**config.mk**
```make
export PLATFORM = sky130hd
export DESIGN_NAME = mod_exp_ctrl
export DESIGN_NICKNAME = d
export VERILOG_FILES = /design/src/rtl/rsa_pkg.sv /design/src/rtl/mod_exp_ctrl_mm_req.sv /design/src/rtl/mod_exp_ctrl.sv
export SDC_FILE = /design/constraint.sdc
export NUM_CORES = 2
export LEC_CHECK = 0
export CAP_MARGIN = 20
export CORE_AREA = 2 2 453 455
export CTS_CLUSTER_DIAMETER = 60
export DETAILED_ROUTE_END_ITERATION = 10
export DIE_AREA = 0 0 455 457
export SYNTH_ARGS = -nofsm -noshare
export SYNTH_HDL_FRONTEND = slang
export SYNTH_SLANG_ARGS = --single-unit
```
**constraint.sdc**
```tcl
create_clock -name clk -period 2.6 [get_ports clk]
set_input_delay 0.52 -clock clk [delete_from_list [all_inputs] [get_ports clk]]
set_output_delay 0.52 -clock clk [all_outputs]
set_load 0.01 [all_outputs]
```
**src/rtl/rsa_pkg.sv**
```systemverilog
// Shared types and default sizes for the RSA modular-exponentiation datapath.
package rsa_pkg;

    // Default operand width and exponent bit-index width (2^LOGK >= K).
    localparam int unsigned K    = 192;
    localparam int unsigned LOGK = 8;

    // Main square-and-multiply sequencer states.
    typedef enum logic [2:0] {
        IDLE,
        CONV_B,
        CONV_1,
        SQR,
        MUL,
        STEP,
        CONV_OUT,
        FINISH
    } main_state_t;

    // Multiply-request handshake phases. ISSUE doubles as the ready state.
    typedef enum logic [1:0] {
        ISSUE,
        WAIT_LO,
        WAIT_HI
    } mm_phase_t;

endpackage : rsa_pkg

```
**src/rtl/mod_exp_ctrl_mm_req.sv**
```systemverilog
// Multiply-request handshake engine: launches one Montgomery multiply per go
// and returns its result once the multiplier's done level is seen fresh.
module mm_req #(
    parameter int unsigned K = rsa_pkg::K
) (
    input  logic         clk,
    input  logic         rst,
    input  logic         go,
    input  logic [K-1:0] x,
    input  logic [K-1:0] y,
    output logic [K-1:0] mm_x,
    output logic [K-1:0] mm_y,
    output logic         mm_start,
    input  logic [K-1:0] mm_z,
    input  logic         mm_done,
    output logic [K-1:0] res,
    output logic         res_valid
);

    import rsa_pkg::*;

    mm_phase_t    r_phase;
    mm_phase_t    w_phase_nxt;
    logic         w_accept;
    logic         w_capture;
    logic [K-1:0] r_mm_x;
    logic [K-1:0] r_mm_y;
    logic         r_mm_start;
    logic [K-1:0] r_res;
    logic         r_res_valid;

    // Phase register.
    always_ff @(posedge clk) begin
        if (rst) begin
            r_phase <= ISSUE;
        end else begin
            r_phase <= w_phase_nxt;
        end
    end

    // Next phase: accept a request, wait out the stale done level, then catch the fresh one.
    always_comb begin
        w_phase_nxt = r_phase;
        w_accept    = 1'b0;
        w_capture   = 1'b0;
        case (r_phase)
            ISSUE: begin
                if (go) begin
                    w_accept    = 1'b1;
                    w_phase_nxt = WAIT_LO;
                end
            end
            WAIT_LO: begin
                if (!mm_done) begin
                    w_phase_nxt = WAIT_HI;
                end
            end
            WAIT_HI: begin
                if (mm_done) begin
                    w_capture   = 1'b1;
                    w_phase_nxt = ISSUE;
                end
            end
            default: begin
                w_phase_nxt = ISSUE;
            end
        endcase
    end

    // Operand, start-pulse and result registers; operands only move on accept.
    always_ff @(posedge clk) begin
        if (rst) begin
            r_mm_x      <= '0;
            r_mm_y      <= '0;
            r_mm_start  <= 1'b0;
            r_res       <= '0;
            r_res_valid <= 1'b0;
        end else begin
            r_mm_start  <= w_accept;
            r_res_valid <= w_capture;
            if (w_accept) begin
                r_mm_x <= x;
                r_mm_y <= y;
            end
            if (w_capture) begin
                r_res <= mm_z;
            end
        end
    end

    assign mm_x      = r_mm_x;
    assign mm_y      = r_mm_y;
    assign mm_start  = r_mm_start;
    assign res       = r_res;
    assign res_valid = r_res_valid;

endmodule : mm_req

```
**src/rtl/mod_exp_ctrl.sv**
```systemverilog
// Montgomery modular-exponentiation sequencer: base^exp mod M by MSB-first
// square-and-multiply, driving an external bit-serial Montgomery multiplier.
module mod_exp_ctrl #(
    parameter int unsigned     K        = rsa_pkg::K,
    parameter int unsigned     LOGK     = rsa_pkg::LOGK,
    parameter logic [K-1:0]    M        = K'(192'hfffffffffffffffffffffffffffffffeffffffffffffffff),
    parameter logic [K-1:0]    R2_MOD_M = K'(192'h000000000000000100000000000000020000000000000001)
) (
    input  logic         clk,
    input  logic         rst,
    input  logic         start,
    input  logic [K-1:0] base,
    input  logic [K-1:0] exp,
    output logic         busy,
    output logic         done,
    output logic [K-1:0] result,
    output logic [K-1:0] mm_x,
    output logic [K-1:0] mm_y,
    output logic         mm_start,
    input  logic [K-1:0] mm_z,
    input  logic         mm_done
);

    import rsa_pkg::*;

    localparam logic [K-1:0] ONE = K'(1);

    // Elaboration-time sanity checks on the parameter set.
    if (M[0] == 1'b0) begin : g_even_modulus
        $error("mod_exp_ctrl: modulus M must be odd");
    end
    if ((64'd1 << LOGK) < 64'(K)) begin : g_short_index
        $error("mod_exp_ctrl: LOGK too small for K");
    end

    main_state_t     r_state;
    main_state_t     w_state_nxt;
    logic [K-1:0]    r_base;
    logic [K-1:0]    r_exp;
    logic [K-1:0]    r_bm;
    logic [K-1:0]    r_acc;
    logic [K-1:0]    r_result;
    logic [LOGK-1:0] r_idx;
    logic            r_issued;
    logic            r_busy;
    logic            r_done;
    logic            w_accept;
    logic            w_mult_state;
    logic            w_go;
    logic            w_bit;
    logic [K-1:0]    w_x;
    logic [K-1:0]    w_y;
    logic [K-1:0]    w_res;
    logic            w_res_valid;

    assign w_bit = r_exp[r_idx];
    assign w_go  = w_mult_state & ~r_issued;

    // Main state register.
    always_ff @(posedge clk) begin
        if (rst) begin
            r_state <= IDLE;
        end else begin
            r_state <= w_state_nxt;
        end
    end

    // Next state and per-state multiplier operand selection.
    always_comb begin
        w_state_nxt  = r_state;
        w_accept     = 1'b0;
        w_mult_state = 1'b0;
        w_x          = '0;
        w_y          = '0;
        case (r_state)
            IDLE: begin
                if (start) begin
                    w_accept    = 1'b1;
                    w_state_nxt = CONV_B;
                end
            end
            CONV_B: begin
                w_mult_state = 1'b1;
                w_x          = r_base;
                w_y          = R2_MOD_M;
                if (w_res_valid) begin
                    w_state_nxt = CONV_1;
                end
            end
            CONV_1: begin
                w_mult_state = 1'b1;
                w_x          = ONE;
                w_y          = R2_MOD_M;
                if (w_res_valid) begin
                    w_state_nxt = SQR;
                end
            end
            SQR: begin
                w_mult_state = 1'b1;
                w_x          = r_acc;
                w_y          = r_acc;
                if (w_res_valid) begin
                    w_state_nxt = w_bit ? MUL : STEP;
                end
            end
            MUL: begin
                w_mult_state = 1'b1;
                w_x          = r_acc;
                w_y          = r_bm;
                if (w_res_valid) begin
                    w_state_nxt = STEP;
                end
            end
            STEP: begin
                w_state_nxt = (r_idx == '0) ? CONV_OUT : SQR;
            end
            CONV_OUT: begin
                w_mult_state = 1'b1;
                w_x          = r_acc;
                w_y          = ONE;
                if (w_res_valid) begin
                    w_state_nxt = FINISH;
                end
            end
            FINISH: begin
                w_state_nxt = IDLE;
            end
            default: begin
                w_state_nxt = IDLE;
            end
        endcase
    end

    // Operand capture, bit index, Montgomery accumulators and status outputs.
    always_ff @(posedge clk) begin
        if (rst) begin
            r_base   <= '0;
            r_exp    <= '0;
            r_bm     <= '0;
            r_acc    <= '0;
            r_result <= '0;
            r_idx    <= '0;
            r_issued <= 1'b0;
            r_busy   <= 1'b0;
            r_done   <= 1'b0;
        end else begin
            r_busy <= (w_state_nxt != IDLE) && (w_state_nxt != FINISH);
            r_done <= (w_state_nxt == FINISH);
            if (w_accept) begin
                r_base <= base;
                r_exp  <= exp;
                r_idx  <= LOGK'(K - 1);
            end
            if (w_go) begin
                r_issued <= 1'b1;
            end else if (w_res_valid) begin
                r_issued <= 1'b0;
            end
            if (w_res_valid) begin
                case (r_state)
                    CONV_B:           r_bm     <= w_res;
                    CONV_1, SQR, MUL: r_acc    <= w_res;
                    CONV_OUT:         r_result <= w_res;
                    default:          ;
                endcase
            end
            if ((r_state == STEP) && (r_idx != '0)) begin
                r_idx <= r_idx - LOGK'(1);
            end
        end
    end

    // One multiply per go; the engine owns the multiplier handshake.
    mm_req #(
        .K (K)
    ) u_mm_req (
        .clk       (clk),
        .rst       (rst),
        .go        (w_go),
        .x         (w_x),
        .y         (w_y),
        .mm_x      (mm_x),
        .mm_y      (mm_y),
        .mm_start  (mm_start),
        .mm_z      (mm_z),
        .mm_done   (mm_done),
        .res       (w_res),
        .res_valid (w_res_valid)
    );

    assign busy   = r_busy;
    assign done   = r_done;
    assign result = r_result;

endmodule : mod_exp_ctrl

```
==> impl_results.md <==
* Synthesized area per cell at 8.10 µm²
* FFs w/ async S/R, synth at 0
* Met2 wire length at 112 mm
* Initial Utilization at 0.280
* CP delay by family, top: compound AO/OA/AOI/OAI gates
* Maximum clock path buffer count at 3
* Initial antenna violation count at 59
* Max_slew headroom at 0.483
* CP max stage delay at 0.50 ns
* Setup crit end kind: flop
* Final ANT Viol Nets at 0
* Pin count of the biggest net entering global routing at 104
* Core area at 0.203 mm²
* Clk_lat worst skew at 0.86 ns
* Row count at 166
* Largest area contributor in the netlist: dfxtp_1
* RSZ-0062 raised after global routing: no
* Post-synthesis sequential area ratio at 0.546
* Total CTS buffers at 172
* Wl on met1 at 100 mm
* Required time worst endpoint at 3.34 ns
* Main area contributors after synthesis: dfxtp_1 (55%), nand2_1 (15%), a21oi_1 (10%)
* CTS hold repair buffers at 0
* Worst path bufs/invs at 2
* Peak VDD IR at 673 µV
* Setup tns final at 0 ns
* Final Core Density at 0.385
* Die Y at 457 µm
* Most common cell after layout, fill and taps aside: nand2_1
* R2R setup slack at 0.09 ns
* Power Dens Cells at 726 mW/mm²
* Final min period at 2.51 ns
* R2r worst-path depth at 8
* Hold EP: result[83]
* Synth Register Bits at 1,554
* Critical-path cell list: buf_12, buf_12, mux2_4, a222oi_1, a221oi_1, o2111ai_1, a31oi_1, a31oi_1
* Max Used Layer: met5
* WL per Instance at 22.5 µm
* Initial DRC count at 5,730
* Top_reg_cell synth: dfxtp_1
* Fin. Hold Viols at 0
* P_leak at 26.7 nW
* Vias at 55,500
* Worst Hold Depth at 2
* WL met3 at 18.1 mm
* Post-Syn Area at 0.0570 mm²
* Layout cells sized above 1 at 0.0677
* CP startpoint kind: flop
* First-pass GRT wire length at 350 mm
* CP max FO at 26
* Critical Path Start: r_idx[0]
* Via-to-Cell Ratio at 5.11
* CP arrival at 3.25 ns
* Placer Congestion at 0.907
* Clock Sinks at 1,554
* Root buf cell: clkbuf_16
* Most frequent cells in the layout: nand2_1 (2,334), dfxtp_1 (1,551), a21oi_1 (1,164), clkdlybuf4s50_1 (1,155), nor2_1 (405)
* Slew Viols, Final at 0
* R2r startpoint: r_idx[0]
* Critical setup path kind: reg2reg
* Worst min path class: in2reg
* Yosys cell types at 56
* Clock transition at path regs at 0.06 ns
* Port Buffers at 1,158
* # DRC at 0
* Htree depth at 4
* Cts repair resizes at 2
* Hpwl dp at 173 mm
* Die Wd at 455 µm
* Syn_nets at 7,616
* Die area at 0.208 mm²
* Post-synth EDFFs at 0
* TritonCTS clock tree: built
* Fmax at 399 MHz
* Final setup vio count at 0
* P&R area growth vs syn at 37.4%
* Post-CTS setup buffer count at 0
* Max-cap violations at 0
* Post-route clock skew at 0.0407 ns
* Warnings from Yosys at 0
* Slew of the pin with the lowest slew margin at 0.775 ns
* Slowest CP cell: a222oi_1
* Overall routed net length at 244 mm
* Final Cycle Share at 0.963
* # IOs at 1,159
* Total gr overflow at 0
* Status: completed
* Total track usage at 0.224
* Number of fill cells in the layout at 20,500
* Yosys top cell area share at 0.546
* FF-to-FF End: r_state[0]
* Number of nets at the end of the flow at 8,559
* Mapped Cells at 7,034
* Number of global-route vias before repair at 51,800
* Drt pass-1 iters at 6
* Hold path startpoint: rst
* Total power at 56.8 mW
area by class of cell:
type,instances,area [µm²],area share
Tap cell,2688,3360,0.0429
Antenna cell,50,125,0.00160
Clock buffer,249,4920,0.0629
Timing Repair Buffer,1390,14700,0.187
Clock inverter,59,678,0.00866
Multi-Input combinational cell,4851,23400,0.299
Inverter,8,30.0,0.000383
Sequential cell,1554,31100,0.397
state kept, by name (all words and copies together), names as in the netlist:
signal and cells:
r_acc 192, r_base 192, r_bm 192, r_exp 192
result 192, u_mm_req.mm_x 192, u_mm_req.mm_y 192, u_mm_req.res 192
r_idx 8, r_state 3, u_mm_req.r_phase 2, busy 1
done 1, r_issued 1, u_mm_req.mm_start 1, u_mm_req.res_valid 1
routing by layer:
layer | GRT usage | vias up
met5 | 0 | -
met4 | 0.122 | 14
met3 | 0.0472 | 501
met2 | 0.350 | 2356
met1 | 0.286 | 26800
li1 | - | 25800
cell usage after synthesis, types with 2 or more instances:
cell       instances
a211oi_1           8
a21oi_1         1164
a221oi_1         385
a22oi_1            9
a311oi_1           3
a31oi_1            5
and2_1             5
and3_1             3
buf_1             42
buf_12             2
buf_2            124
buf_6              3
buf_8              2
clkbuf_1         448
dfxtp_1         1554
ha_1               2
inv_1              7
mux2_2             3
mux2i_1           26
mux4_1             8
mux4_2            26
nand2_1         2337
nand2b_1           3
nand3_1            9
nand3b_1           3
nor2_1           407
nor2b_1            4
nor3_1           393
o2111ai_1          2
o211ai_1           7
o21ai_0           11
o21ai_1            3
or3_1              2
xnor2_1            2
logic make-up after synthesis:
family,synth area share
AND/OR/NAND/NOR,0.220
multiplexers,0.0196
XOR/XNOR,0.000461
AO/OA/AOI/OAI,0.169
flip-flops,0.546
buffers and inverters,0.0455
adder cells (fa/ha/maj),0.000439
through the flow:
| stage | area (µm²) | std cells | worst slack (ns) | hold WS [ns] |
|---|---|---|---|---|
| after floorplan | 57000 | 7034 | 0.371 | 0.432 |
| after global placement | 72600 | 10500 | 0.166 | 0.439 |
| after detailed placement | 72600 | 10500 | 0.0861 | 0.446 |
| after CTS | 78200 | 10800 | 0.0146 | 0.129 |
| after global routing | 78300 | 10800 | 0.0377 | 0.152 |
| final | 78300 | 10800 | 0.0949 | 0.150 |
power breakdown:
part | total (mW) | switching, mW | leakage, nW | internal, mW
Combinational | 6.96 | 3.66 | 11.3 | 3.30
Clock | 24.3 | 10.5 | 2.74 | 13.8
Sequential | 25.6 | 0.747 | 12.6 | 24.9
worst max-delay path by stage:
stage	to	slack [ns]	depth (start not counted)
2_1_floorplan	r_idx[6]	0.37	11
3_3_place_gp	r_state[0]	0.17	8
3_5_place_dp	r_state[0]	0.09	8
4_1_cts	mm_y[8]	0.01	1
5_1_grt	result[7]	0.04	1
6_report	r_state[0]	0.09	8
(Power assumes the default switching activity.)
